===== src/rtl/twos_comp_serial_pkg.sv =====
// Shared types and constants for the bit-serial two's-complement +1 stage.
package twos_comp_serial_pkg;

  typedef enum logic [1:0] {
    IDLE  = 2'b00,
    SHIFT = 2'b01,
    DONE  = 2'b10
  } state_e;

  // The +1 of ~a + 1 enters as the initial carry into bit 0.
  localparam logic CARRY_IN = 1'b1;

endpackage : twos_comp_serial_pkg


===== src/rtl/twos_comp_serial_half_adder_cell.sv =====
// One-bit half adder used to ripple the +1 carry through the serial stream.
module serial_half_adder_cell (
  input  logic a_i,
  input  logic c_i,
  output logic s_o,
  output logic co_o
);

  // Sum and carry of a single bit plus the incoming carry.
  always_comb begin
    s_o  = a_i ^ c_i;
    co_o = a_i & c_i;
  end

endmodule : serial_half_adder_cell


===== src/rtl/twos_comp_serial.sv =====
// Bit-serial +1 stage: turns the ones' complement ~a into -a = ~a + 1,
// LSB first, with valid/ready on both sides. Flags a = 0 (cout) and
// a = most-negative (ovf).
module twos_comp_serial
  import twos_comp_serial_pkg::*;
#(
  parameter int unsigned WIDTH = 4
) (
  input  logic             clk,
  input  logic             rst_n,
  input  logic             in_valid,
  output logic             in_ready,
  input  logic [WIDTH-1:0] din,
  output logic             out_valid,
  input  logic             out_ready,
  output logic [WIDTH-1:0] dout,
  output logic             cout,
  output logic             ovf
);

  localparam int unsigned CNT_W = $clog2(WIDTH + 1);
  localparam logic [CNT_W-1:0] LAST_CNT = CNT_W'(WIDTH - 1);

  state_e             state_q;
  logic [WIDTH-1:0]   sr_q;
  logic               carry_q;
  logic [CNT_W-1:0]   cnt_q;
  logic               msb_in_q;
  logic               cout_q;
  logic               ovf_q;
  logic               sum_d;
  logic               carry_d;

  serial_half_adder_cell u_cell (
    .a_i  (sr_q[0]),
    .c_i  (carry_q),
    .s_o  (sum_d),
    .co_o (carry_d)
  );

  // Control FSM, shift register, bit counter, carry and flag registers.
  always_ff @(posedge clk or negedge rst_n) begin
    if (!rst_n) begin
      state_q  <= IDLE;
      sr_q     <= '0;
      carry_q  <= 1'b0;
      cnt_q    <= '0;
      msb_in_q <= 1'b0;
      cout_q   <= 1'b0;
      ovf_q    <= 1'b0;
    end else begin
      case (state_q)
        IDLE: begin
          if (in_valid) begin
            sr_q     <= din;
            msb_in_q <= din[WIDTH-1];
            carry_q  <= CARRY_IN;
            cnt_q    <= '0;
            state_q  <= SHIFT;
          end
        end
        SHIFT: begin
          sr_q    <= {sum_d, sr_q[WIDTH-1:1]};
          carry_q <= carry_d;
          cnt_q   <= cnt_q + CNT_W'(1);
          if (cnt_q == LAST_CNT) begin
            // sum_d is the new MSB, so the flag is ready together with dout.
            state_q <= DONE;
            cout_q  <= carry_d;
            ovf_q   <= ~msb_in_q & sum_d;
          end
        end
        DONE: begin
          if (out_ready) begin
            state_q <= IDLE;
            cout_q  <= 1'b0;
            ovf_q   <= 1'b0;
          end
        end
        default: begin
          state_q <= IDLE;
          cout_q  <= 1'b0;
          ovf_q   <= 1'b0;
        end
      endcase
    end
  end

  // Handshake and result outputs decoded from held state; dout is masked
  // outside DONE so a partially shifted word is never visible.
  always_comb begin
    in_ready  = (state_q == IDLE);
    out_valid = (state_q == DONE);
    dout      = out_valid ? sr_q : '0;
    cout      = cout_q;
    ovf       = ovf_q;
  end

endmodule : twos_comp_serial

===== config.mk =====
export PLATFORM = sky130hd
export DESIGN_NAME = twos_comp_serial
export DESIGN_NICKNAME = d
export VERILOG_FILES = /design/src/rtl/twos_comp_serial_pkg.sv /design/src/rtl/twos_comp_serial_half_adder_cell.sv /design/src/rtl/twos_comp_serial.sv
export SDC_FILE = /design/constraint.sdc
export NUM_CORES = 1
export LEC_CHECK = 0
export ABC_AREA = 0
export CAP_MARGIN = 15
export CORE_AREA = 2 2 39 41
export CTS_BUF_LIST = sky130_fd_sc_hd__clkbuf_8
export DETAILED_ROUTE_END_ITERATION = 7
export DIE_AREA = 0 0 41 43
export PLACE_DENSITY = 0.89
export SLEW_MARGIN = 20
export SYNTH_ARGS = -nofsm -noshare
export SYNTH_HDL_FRONTEND = slang
export SYNTH_SLANG_ARGS = --single-unit

===== constraint.sdc =====
create_clock -name clk -period 2.15 [get_ports clk]
set_input_delay 0.43 -clock clk [delete_from_list [all_inputs] [get_ports clk]]
set_output_delay 0.43 -clock clk [all_outputs]
set_load 0.02 [all_outputs]

-- Word-level counts from Yosys, hierarchy flattened
Cells that the tools add are included.
- register bits: 13
- bits in latches: 0
- RAM bits: 0
- memory bits (read-only): 0
- output and inout port bits: 8
- memories: 0
- add/sub/neg operators: 1
- multipliers: 0
- div/mod/pow operators: 0
- $lt $le $gt $ge: 0
- equal/unequal tests: 6
- shifts and indexed selects: 0
- muxes and demuxes: 16
- bitwise logic cells: 5
- reduce and logical (&&, ||, !) cells: 6
- operator list (cell ; count):
    $mux 4 ; 2
    $pmux 4 s2 ; 1
    $mux 2 ; 3
    $pmux 1 s3 ; 2
    $pmux 2 s3 ; 1
    $pmux 3 s2 ; 1
    $reduce_and 3->1 ; 2
    $mux 1 ; 4
    $ne 2x2->1 const B ; 2
    $reduce_and 2->1 ; 2
    $add 3x1->3 const B ; 1
    $eq 3x2->1 const B ; 1
    $mux 3 ; 1
    $and 1x1->1 ; 2
    $eq 2x1->1 const B ; 1
    $eq 2x2->1 const B ; 1
    $logic_not 2->1 ; 1
    $ne 2x1->1 const B ; 1
    $not 1->1 ; 2
    $pmux 1 s2 ; 1
    $reduce_bool 2->1 ; 1
    $xor 1x1->1 ; 1

-- Logic depth before layout (Yosys ltp)
- depth in word-level cells: 4
- mapped depth: 5
- mapped depth without buffers: 5

-- Hierarchy
Synthesis repeated with hierarchy kept, for this count alone.
- cells, all modules: 62
- area, all modules: 670.6 um^2
- modules (own cells, without submodules) (module ; instances ; cells each ; area an instance (um^2) ; sequential area each (um^2)):
    twos_comp_serial ; 1 ; 61 ; 658.1 ; 325.3
    serial_half_adder_cell ; 1 ; 1 ; 12.5 ; 0.0

-- Worst setup path after synthesis
Ideal clock, no wire load.
- path kind: register -> output
- from: reg state_q[0]
- to: out dout[0]
- arrival: 0.904 ns
- required time: 1.720 ns
- setup slack: 0.816 ns
- stages on the path, launching flop included: 4
- buffers on the path: 1
- cells stage by stage: dfrtp_1 > buf_6 > inv_1 > and3_1
- cells in the longest elaborated chain, start to end: 2
- RTL lines (item ; line ; RTL):
    start: declaration ; twos_comp_serial.sv:24 ; state_e state_q;
    start signal: assignment ; twos_comp_serial.sv:44 ; state_q <= IDLE;
    start signal: assignment ; twos_comp_serial.sv:59 ; state_q <= SHIFT;
    start signal: assignment ; twos_comp_serial.sv:68 ; state_q <= DONE;
    $eq 2x2->1 ; twos_comp_serial.sv:93 ; out_valid = (state_q == DONE);
    $mux 4 ; twos_comp_serial.sv:94 ; dout = out_valid ? sr_q : '0;
    end: declaration ; twos_comp_serial.sv:16 ; output logic [WIDTH-1:0] dout,
Every way passes these cells.

-- Final worst setup path
- from: reg state_q[0]
- to: out dout[3]
The elaborated chain is that of the path after synthesis.

==> impl_results.md <==
- RSZ-0062 raised after global routing: no
- Synth top area share: 0.490
- ANT cells: 0
- Hold_buf cts: 0
- Hold Path Class: reg -> reg
- DRT Pass-1 Iters: 4
- Layout Nets: 93
- Post_cts resized: 0
- Rows: 14
- Seq/Total Area, Yosys: 0.490
- Initial antenna violation count: 0
- Slew @ Worst Pin: 0.595 ns
- Relative slew slack: 0.602
- Clock transition at path regs: 0.05 ns
- Fillers: 105
- Worst R2R End: cout
- R2R setup slack: 0.80 ns
- Vias in the first global route: 544
- Yosys reg bits: 13
- Core area: 1380 um^2
- Highest clock rate: 485 MHz
- Routed length per instance: 15.2 um
- Commonest cells post-synth: dfrtp_1 (13), o22ai_1 (9), a21oi_1 (5), nor2_1 (5)
- WS Path Type: reg -> out
- Outcome: completed
- Final global-route overflow total: 0
- Boundary Pins: 16
- Final Max Slew Viols: 0
- Power per Cell Area: 1460 nW/um^2
- R2R cell count: 4
- Num CTS Buffers: 3
- Die Width: 41 um
- Mean Syn Cell Area: 10.5 um^2
- Routed WL: 1.48 mm
- Dpl hpwl: 1.04 mm
- # H-tree levels: 1
- Yosys warns: 0
- Total power: 1270 uW
- Clock root cell: clkbuf_8
- Post-Syn Area: 664 um^2
- Crit share post-route: 0.959
- Start of the worst register-to-register path: cnt_q[0]
- Lkg Pwr: 0.000379 uW
- Number of synthesized flops with an enable pin: 0
- Syn nets: 74
- Layout cells sized above 1: 0.148
- Area Overhead vs Synth: 30.9%
- Hold path cells: 1
- GPL Wtd Cong: 0.848
- Global-route usage over all layers: 0.207
- Number of port buffers: 15
- Final min period: 2.06 ns
- CP startpoint kind: register
- Largest net degree at the start of global routing: 16
- Initial core utilization: 0.480
- Worst hold path startpoint: ovf
- Setup bufs post-CTS: 0
- Die H: 43 um
- Synth unique cells: 24
- Peak supply drop: 0.741 mV
- Synth top area cells: dfrtp_1 (49%), o22ai_1 (8.5%), ha_1 (5.6%)
- First-pass GRT wire length: 2.39 mm
- Most frequent cell after synthesis: dfrtp_1
- DRC errors left: 0
- Final hold vios: 0
- Setup Skew: 0.00157 ns
- Final Setup Violations: 0
- Worst EP required: 1.72 ns
- Vias per inst: 5.88
- Ys flop type: dfrtp_1
- CP Data Arrival Time: 1.63 ns
- Synth area leader: dfrtp_1
- WHS Endpoint: ovf
- Worst skew pair latency: 0.24 ns
- Total number of vias: 570
- Crit end category: output pin
- CP max FO: 9
- Async SR Flop Fraction: 1.00
- Detailed Route Iter0 Violations: 22
- Max Root-Sink Buffers: 2
- Clk sinks: 13
- Die area: 1760 um^2
- Routed Antenna Nets: 0
- Max_cap viols: 0
- CTS tree: yes
- Syn Inst Count: 63
- Setup TNS Final: 0 ns
==> layout make-up <==
| type | instances | area, um^2 | area share |
|---|---|---|---|
| flip-flops and latches | 13 | 327 | 0.376 |
| multi-input cells | 45 | 309 | 0.355 |
| repair buffers | 16 | 158 | 0.181 |
| clock buffers | 3 | 41.3 | 0.0475 |
| well taps | 16 | 20.0 | 0.0230 |
| inverters | 3 | 11.3 | 0.0129 |
| clock inverters | 1 | 3.75 | 0.00432 |
==> registers in the layout, indices dropped and copies added (netlist names) <==
| name | flops |
|---|---|
| ovf | 1 |
| cout | 1 |
| cnt_q | 3 |
| carry_q | 1 |
| state_q | 2 |
| msb_in_q | 1 |
| sr_q | 4 |
==> cell usage in the layout, fill, tap and decap left out <==
cell	instances
a21o_2	1
a21oi_1	5
a32o_1	1
and2b_4	1
and3_1	4
buf_4	1
clkbuf_8	3
clkdlybuf4s50_1	15
dfrtp_1	12
dfrtp_2	1
ha_1	3
inv_1	3
inv_2	1
mux2_4	1
nand2_1	3
nand2b_1	1
nand2b_2	1
nand2b_4	1
nor2_1	5
nor2_4	1
nor2b_1	1
o21ai_0	4
o22a_1	1
o22ai_1	9
o2bb2ai_1	1
o31ai_1	1
==> how the worst max path moves through the flow <==
stage,from,endpoint,slack (ns),cells past startpoint
final,state_q[0],dout[3],0.09,3
after CTS,state_q[1],out_valid,0.02,3
after detailed placement,state_q[1],dout[3],0.35,2
after floorplan,state_q[0],dout[0],0.82,3
after global placement,state_q[1],out_valid,0.38,3
after global routing,state_q[0],dout[2],0.03,3
==> critical path: stages, from the launching register on <==
cell and delay, ns:
dfrtp_1 0.39, inv_1 0.20, and3_1 0.20, clkdlybuf4s50_1 0.60
==> cell families (layout without fill, tap and decap cells) <==
family / count (synthesis) / in the layout / share of synthesized area
AO/OA/AOI/OAI: 23 / 23 / 0.218
AND/OR/NAND/NOR: 18 / 18 / 0.168
flip-flops: 13 / 13 / 0.490
buffers and inverters: 5 / 23 / 0.0452
adder cells (fa/ha/maj): 3 / 3 / 0.0565
multiplexers: 1 / 1 / 0.0226
==> metrics by stage <==
stage,setup WS (ns),cells,utilization,hold slack (ns),area [um^2]
finish,0.0887,97,0.628,0.487,870
global route,0.0333,97,0.628,0.511,870
CTS,0.0223,97,0.627,0.496,868
detailed placement,0.349,93,0.595,0.483,823
global placement,0.380,93,0.595,0.479,823
floorplan,0.816,63,-,0.134,664
==> metal layers <==
| metal | vias up | share of wire | GRT usage |
|---|---|---|---|
| met2 | 27 | 0.49 | 0.294 |
| li1 | 264 | - | - |
| met5 | - | 0 | 0 |
| met4 | 0 | 0.019 | 0.120 |
| met1 | 275 | 0.43 | 0.278 |
| met3 | 4 | 0.060 | 0.0471 |
==> where the power goes <==
part	switching (uW)	leakage, uW	internal (uW)
combinational	313	0.000197	293
clock	86.9	0.0000269	126
sequential	94.3	0.000154	359
Power figures use the tool's default switching activity.
